### src/rtl/uart_rx_cfg.sv
// uart_rx_cfg: configurable UART receiver.
// Data width, parity mode and stop-bit count are fixed at elaboration; the
// baud divisor is latched from i_div at each start bit (minimum 4).
// A two-flop synchroniser guards the asynchronous line. Parity and framing
// errors travel with each word through a valid/ready holding register, and a
// frame that arrives while the register is still full is dropped with a
// one-cycle o_overrun pulse. A line held low past a bad stop bit is treated
// as a break and yields exactly one frame.
module uart_rx_cfg #(
    parameter int DATA_BITS = 8,
    parameter int PARITY    = 0,
    parameter int STOP_BITS = 1,
    parameter int DIV_WIDTH = 16
) (
    input  logic                 i_clk,
    input  logic                 i_reset,
    input  logic [DIV_WIDTH-1:0] i_div,
    input  logic                 i_rx,
    output logic [DATA_BITS-1:0] o_dat,
    output logic                 o_frame_err,
    output logic                 o_parity_err,
    output logic                 o_valid,
    input  logic                 i_ready,
    output logic                 o_overrun,
    output logic                 o_busy
);

    localparam int IDX_W = $clog2(DATA_BITS);
    localparam logic [IDX_W-1:0]     LAST_DATA = IDX_W'(DATA_BITS - 1);
    localparam logic [IDX_W-1:0]     LAST_STOP = IDX_W'(STOP_BITS - 1);
    localparam logic [DIV_WIDTH-1:0] MIN_DIV   = DIV_WIDTH'(4);

    typedef enum logic [2:0] {
        S_IDLE,
        S_START,
        S_DATA,
        S_PAR,
        S_STOP,
        S_BRK
    } state_t;

    state_t               state_q, state_d;
    logic                 sync1_q, rx_s_q;
    logic [DIV_WIDTH-1:0] div_l_q, div_l_d;
    logic [DIV_WIDTH-1:0] cnt_q, cnt_d;
    logic [IDX_W-1:0]     idx_q, idx_d;
    logic [DATA_BITS-1:0] shreg_q, shreg_d;
    logic                 par_err_q, par_err_d;
    logic                 frm_err_q, frm_err_d;
    logic [DATA_BITS-1:0] dat_q, dat_d;
    logic                 hold_fe_q, hold_fe_d;
    logic                 hold_pe_q, hold_pe_d;
    logic                 valid_q, valid_d;
    logic                 overrun_q, overrun_d;

    logic                 sample;
    logic                 stop_err;

    // The single mid-bit sample point; the counter phase is fixed at start entry.
    assign sample = (cnt_q == (div_l_q >> 1));

    // State, synchroniser, bit timing and holding register.
    always_ff @(posedge i_clk) begin
        // NOTE: sequential state uses non-blocking assignments so every register
        // sees the pre-edge values of the others, independent of statement order.
        if (i_reset) begin
            // NOTE: the datapath registers are reset along with the control state,
            // so the word and flags read 0 after reset rather than X.
            state_q   <= S_IDLE;
            sync1_q   <= 1'b1;
            rx_s_q    <= 1'b1;
            div_l_q   <= MIN_DIV;
            cnt_q     <= '0;
            idx_q     <= '0;
            shreg_q   <= '0;
            par_err_q <= 1'b0;
            frm_err_q <= 1'b0;
            dat_q     <= '0;
            hold_fe_q <= 1'b0;
            hold_pe_q <= 1'b0;
            valid_q   <= 1'b0;
            overrun_q <= 1'b0;
        end else begin
            state_q   <= state_d;
            sync1_q   <= i_rx;
            rx_s_q    <= sync1_q;
            div_l_q   <= div_l_d;
            cnt_q     <= cnt_d;
            idx_q     <= idx_d;
            shreg_q   <= shreg_d;
            par_err_q <= par_err_d;
            frm_err_q <= frm_err_d;
            dat_q     <= dat_d;
            hold_fe_q <= hold_fe_d;
            hold_pe_q <= hold_pe_d;
            valid_q   <= valid_d;
            overrun_q <= overrun_d;
        end
    end

    // Next-state: frame sequencing, bit capture, error checks and handoff.
    always_comb begin
        // NOTE: every signal written here gets its default first, so no path
        // leaves one unassigned and no latch is inferred.
        state_d   = state_q;
        div_l_d   = div_l_q;
        cnt_d     = cnt_q;
        idx_d     = idx_q;
        shreg_d   = shreg_q;
        par_err_d = par_err_q;
        frm_err_d = frm_err_q;
        dat_d     = dat_q;
        hold_fe_d = hold_fe_q;
        hold_pe_d = hold_pe_q;
        valid_d   = valid_q;
        overrun_d = 1'b0;
        stop_err  = 1'b0;

        // Consumer handshake; a frame completing this cycle overrides below.
        if (valid_q && i_ready) begin
            valid_d = 1'b0;
        end

        // Free-running bit-period counter while a frame is in progress.
        if (cnt_q == div_l_q - DIV_WIDTH'(1)) begin
            cnt_d = '0;
        end else begin
            cnt_d = cnt_q + DIV_WIDTH'(1);
        end

        case (state_q)
            S_IDLE: begin
                cnt_d = '0;
                if (!rx_s_q) begin
                    state_d   = S_START;
                    div_l_d   = (i_div < MIN_DIV) ? MIN_DIV : i_div;
                    idx_d     = '0;
                    par_err_d = 1'b0;
                    frm_err_d = 1'b0;
                end
            end
            S_START: begin
                if (sample) begin
                    // A start bit that is high again at mid-bit was a glitch.
                    state_d = rx_s_q ? S_IDLE : S_DATA;
                    idx_d   = '0;
                end
            end
            S_DATA: begin
                if (sample) begin
                    shreg_d[idx_q] = rx_s_q;
                    if (idx_q == LAST_DATA) begin
                        idx_d   = '0;
                        state_d = (PARITY != 0) ? S_PAR : S_STOP;
                    end else begin
                        idx_d = idx_q + IDX_W'(1);
                    end
                end
            end
            S_PAR: begin
                if (sample) begin
                    // Odd mode wants an odd count of ones over data plus parity.
                    if (PARITY == 1) begin
                        par_err_d = ~(^shreg_q ^ rx_s_q);
                    end else begin
                        par_err_d = ^shreg_q ^ rx_s_q;
                    end
                    idx_d   = '0;
                    state_d = S_STOP;
                end
            end
            S_STOP: begin
                if (sample) begin
                    stop_err  = frm_err_q | ~rx_s_q;
                    frm_err_d = stop_err;
                    if (idx_q == LAST_STOP) begin
                        if (!valid_q || i_ready) begin
                            dat_d     = shreg_q;
                            hold_fe_d = stop_err;
                            hold_pe_d = par_err_q;
                            valid_d   = 1'b1;
                        end else begin
                            overrun_d = 1'b1;
                        end
                        // A line still low after a bad stop is a break: wait it out.
                        state_d = (stop_err && !rx_s_q) ? S_BRK : S_IDLE;
                        idx_d   = '0;
                    end else begin
                        idx_d = idx_q + IDX_W'(1);
                    end
                end
            end
            S_BRK: begin
                if (rx_s_q) begin
                    state_d = S_IDLE;
                end
            end
            default: begin
                state_d = S_IDLE;
            end
        endcase
    end

    assign o_dat        = dat_q;
    assign o_frame_err  = hold_fe_q;
    assign o_parity_err = hold_pe_q;
    assign o_valid      = valid_q;
    assign o_overrun    = overrun_q;
    assign o_busy       = (state_q != S_IDLE);

endmodule

### config.mk
export PLATFORM = sky130hd
export DESIGN_NAME = uart_rx_cfg
export DESIGN_NICKNAME = d
export VERILOG_FILES = /design/src/rtl/uart_rx_cfg.sv
export SDC_FILE = /design/constraint.sdc
export NUM_CORES = 1
export LEC_CHECK = 0
export CORE_MARGIN = 1.5
export CORE_UTILIZATION = 45
export CTS_CLUSTER_DIAMETER = 150
export DETAILED_ROUTE_END_ITERATION = 12
export PLACE_DENSITY = 0.68
export SYNTH_ARGS = -nofsm -noshare
export SYNTH_HDL_FRONTEND = slang
export SYNTH_SLANG_ARGS = --single-unit
### constraint.sdc
create_clock -name i_clk -period 3.2 [get_ports i_clk]
set_clock_uncertainty 0.2 [all_clocks]
set_input_delay 0.64 -clock i_clk [delete_from_list [all_inputs] [get_ports i_clk]]
set_output_delay 0.64 -clock i_clk [all_outputs]
set_load 0.01 [all_outputs]
==> results.md <==
* Portion of the post-synthesis area used by sequential elements at 0.360
* Crit path max-delay cell type: sky130_fd_sc_hd__dfxtp_1
* Total routing resource utilization after global routing at 0.201
* Total via count in the routed design at 2792
* Remaining number of nets flagged by the antenna check after routing at 0
* Status: complete, no violations
* Endpoint required time on the critical path at 3230 ps
* Standard-cell row count at 31
* Count of buffers from port buffering at 32
* Vert. Die Dim at 90.5 um
* Worst Path Class, Setup: flip-flop to flip-flop
* Cell types with the largest area share after synthesis: sky130_fd_sc_hd__dfxtp_1 36%, sky130_fd_sc_hd__xor2_1 7.1%, sky130_fd_sc_hd__mux2i_1 6.4%
* Beginning of the worst register-to-register path: div_l_q[0]$_SDFFE_PP0P_
* Clock period minus final worst setup slack at 2850 ps
* Clock latency of the later-clocked register in the worst-skew pair at 340 ps
* Post-Syn Area at 0.00345 mm^2
* Total non-filler cell area in the finished layout at 0.00396 mm^2
* Gates resized, CTS repair at 0
* Count of nets after finishing at 450
* Via count of the first global-routing pass at 2722
* Final slew viol count at 0
* Synth area leader: sky130_fd_sc_hd__dfxtp_1
* Global-route wire length before repair at 13100 um
* Number of CTS-inserted buffers at 9
* Post-synth net total at 430
* Hold Crit Start: sync1_q$_SDFF_PP1_
* Number of iterations in the first detailed-routing pass at 4
* H-Tree Level Count at 3
* TritonCTS Sinks at 62
* Worst Tran Pin Value at 557 ps
* Post-CTS clock slew at the launch and capture registers of the worst setup and hold paths at 80 ps
* Root buffer selected by CTS: sky130_fd_sc_hd__clkbuf_8
* Cell leakage power at 1.46 nW
* Antenna cells at 0
* TritonCTS clock tree: done
* Die width at 90.5 um
* Fraction of layout cells with a size suffix above 1 at 0.105
* Aggregate routed wire length at 7820 um
* Reg2reg end: cnt_q[5]$_SDFF_PP0_
* Mean Syn Cell Area at 8.51 um^2
* Max-Cap Viols at 0
* Hold buffer count at CTS at 0
* Number of enable flip-flop cells after synthesis at 0
* Hold Vio Cnt, Final at 0
* Reg-to-reg setup timing slack at 350 ps
* Max FO, Critical Path at 16
* Chain of cells forming the critical path: inv_1 -> ha_1 -> nor3b_1 -> and4bb_2 -> mux2_1 -> mux2i_1 -> a32oi_1 -> o41ai_4 -> buf_4 -> nor2_1
* DR DRC count at 0
* Cell Area, Placed at 0.00378 mm^2
* Number of buffers between clock root and the deepest sink at 2
* Total gr overflow at 0
* Warnings from Yosys at 0
* RSZ-0062 raised after global routing: no
* Initial core utilization at 0.470
* Global placer's final weighted congestion at 0.912
* Capturing element type of the critical path: flip-flop
* Top_reg_cell synth: sky130_fd_sc_hd__dfxtp_1
* Final number of setup-violating endpoints at 0
* Largest net degree at the start of global routing at 48
* Type of the worst min-delay path: flip-flop to flip-flop
* Final worst-path cycle share at 0.891
* Worst hold path endpoint: rx_s_q$_SDFF_PP1_
* Depth of the worst register-to-register path at 10
* Hold slack final at 224 ps
* Share of flip-flops with an asynchronous set or reset at 0
* Post-synth top area share at 0.360
* Arrival time reported for the critical path endpoint at 2880 ps
* Number of antenna violations at the first check in global routing at 0
* Detail-routed net length per standard cell at 14.8 um
* Startpoint type of the worst setup path: flip-flop
* Area growth from synthesis to layout at 14.7%
* Most frequent standard cell in the layout excluding fill and tap cells: sky130_fd_sc_hd__dfxtp_1
* Number of design-rule violations left by the first detailed-router iteration at 131
* Number of different library cells in the post-synthesis netlist at 58
* Rel. slew slack at 0.625
* Core Area at 0.00733 mm^2
* Synthesis-stage register bit count at 62
* Post-synthesis cell count at 405
* Largest vdd supply drop at 0.220 mV
* Max Clk Rate at 0.351 GHz
* Setup TNS Final at 0 ps
* Detailed Place HPWL at 5590 um
* Power per cell area at 413 mW/mm^2
* Area of the die at 0.00819 mm^2
* Hold Crit Depth at 1
* Commonest cells after routing, fill and taps aside: 62 x sky130_fd_sc_hd__dfxtp_1, 42 x sky130_fd_sc_hd__nor2_1, 40 x sky130_fd_sc_hd__nand2_1, 32 x sky130_fd_sc_hd__clkdlybuf4s50_1, 28 x sky130_fd_sc_hd__xor2_1
* Number of primary I/O pins at 33
* Detail-routed via count per cell at 5.28
* Post-CTS Setup Repair Bufs at 0
* Biggest cell delay along the critical path at 350 ps
routing by layer:
layer	routed length (um)	part of all wire	up-vias	GRT usage
met1	3840	0.49	1297	0.264
li1	-	-	1428	-
met5	0	0	-	0
met3	371	0.047	14	0.0438
met4	213	0.027	0	0.106
met2	3400	0.43	53	0.307
how the worst max path moves through the flow:
stage | startpoint | endpoint | depth (start not counted) | slack (ps)
after floorplan | div_l_q[3]$_SDFFE_PP0P_ | cnt_q[7]$_SDFF_PP0_ | 9 | 540
after global placement | div_l_q[0]$_SDFFE_PP0P_ | cnt_q[2]$_SDFF_PP0_ | 10 | 480
after detailed placement | div_l_q[0]$_SDFFE_PP0P_ | cnt_q[5]$_SDFF_PP0_ | 10 | 440
after CTS | div_l_q[0]$_SDFFE_PP0P_ | cnt_q[5]$_SDFF_PP0_ | 10 | 410
after global routing | div_l_q[0]$_SDFFE_PP0P_ | cnt_q[6]$_SDFF_PP0_ | 10 | 100
final | div_l_q[0]$_SDFFE_PP0P_ | cnt_q[5]$_SDFF_PP0_ | 10 | 350
stage by stage:
stage | utilization | power (mW) | instances | setup slack [ps]
after global placement | 0.516 | 1.02 | 513 | 482
final | 0.540 | 1.63 | 529 | 348
after floorplan | - | 0.961 | 405 | 543
after detailed placement | 0.516 | 1.03 | 513 | 439
after global routing | 0.540 | 1.71 | 529 | 101
after CTS | 0.540 | 1.65 | 529 | 414
critical path: cells and delay by family, from the launching register on:
| family | cells | cell delay, ps |
|---|---|---|
| AOI/OAI and AO/OA | 2 | 410 |
| adders and majority gates | 1 | 200 |
| buffers and inverters | 2 | 370 |
| DFF | 1 | 350 |
| muxes | 2 | 480 |
| and+or+nand+nor | 3 | 750 |
final cells by class:
type,count,area [um^2]
fillers,693,3380
multi-input cells,301,2000
flip-flops and latches,62,1240
repair buffers,39,373
clock buffers,11,141
well taps,99,124
inverters,12,45.0
clock inverters,5,33.8
synthesized netlist by cell type (7+ instances only):
cell type,count
sky130_fd_sc_hd__mux2i_1,22
sky130_fd_sc_hd__nand2_1,40
sky130_fd_sc_hd__nand2b_1,9
sky130_fd_sc_hd__clkbuf_1,18
sky130_fd_sc_hd__nand3_1,10
sky130_fd_sc_hd__xnor2_1,23
sky130_fd_sc_hd__nor4_1,12
sky130_fd_sc_hd__o21ai_0,7
sky130_fd_sc_hd__nor2_2,10
sky130_fd_sc_hd__nor2_1,42
sky130_fd_sc_hd__xor2_1,28
sky130_fd_sc_hd__dfxtp_1,62
sky130_fd_sc_hd__nand4_1,7
sky130_fd_sc_hd__inv_1,11
sky130_fd_sc_hd__nor3_1,11
sky130_fd_sc_hd__a21oi_1,20
report_power, final:
group / switching (mW) / internal, mW / total (mW)
sequential: 0.0316 / 0.786 / 0.818
clock: 0.321 / 0.302 / 0.623
combinational: 0.106 / 0.0880 / 0.194
total: 0.459 / 1.18 / 1.63
cell families (layout without fill, tap and decap cells):
kind of cell | after synthesis | after routing | share of synthesized area
XOR/XNOR | 51 | 51 | 0.130
flip-flops | 62 | 62 | 0.360
buffers and inverters | 42 | 67 | 0.0642
AO/OA/AOI/OAI | 51 | 51 | 0.100
adder cells (fa/ha/maj) | 5 | 5 | 0.0181
multiplexers | 23 | 23 | 0.0672
AND/OR/NAND/NOR | 171 | 171 | 0.261
flip-flops by register name, indices dropped and copies added (netlist names), 3 cells and up:
name / count
cnt_q: 16
div_l_q: 16
idx_q: 3
o_dat: 8
shreg_q: 8
state_q: 3
Power figures use the tool's default switching activity.
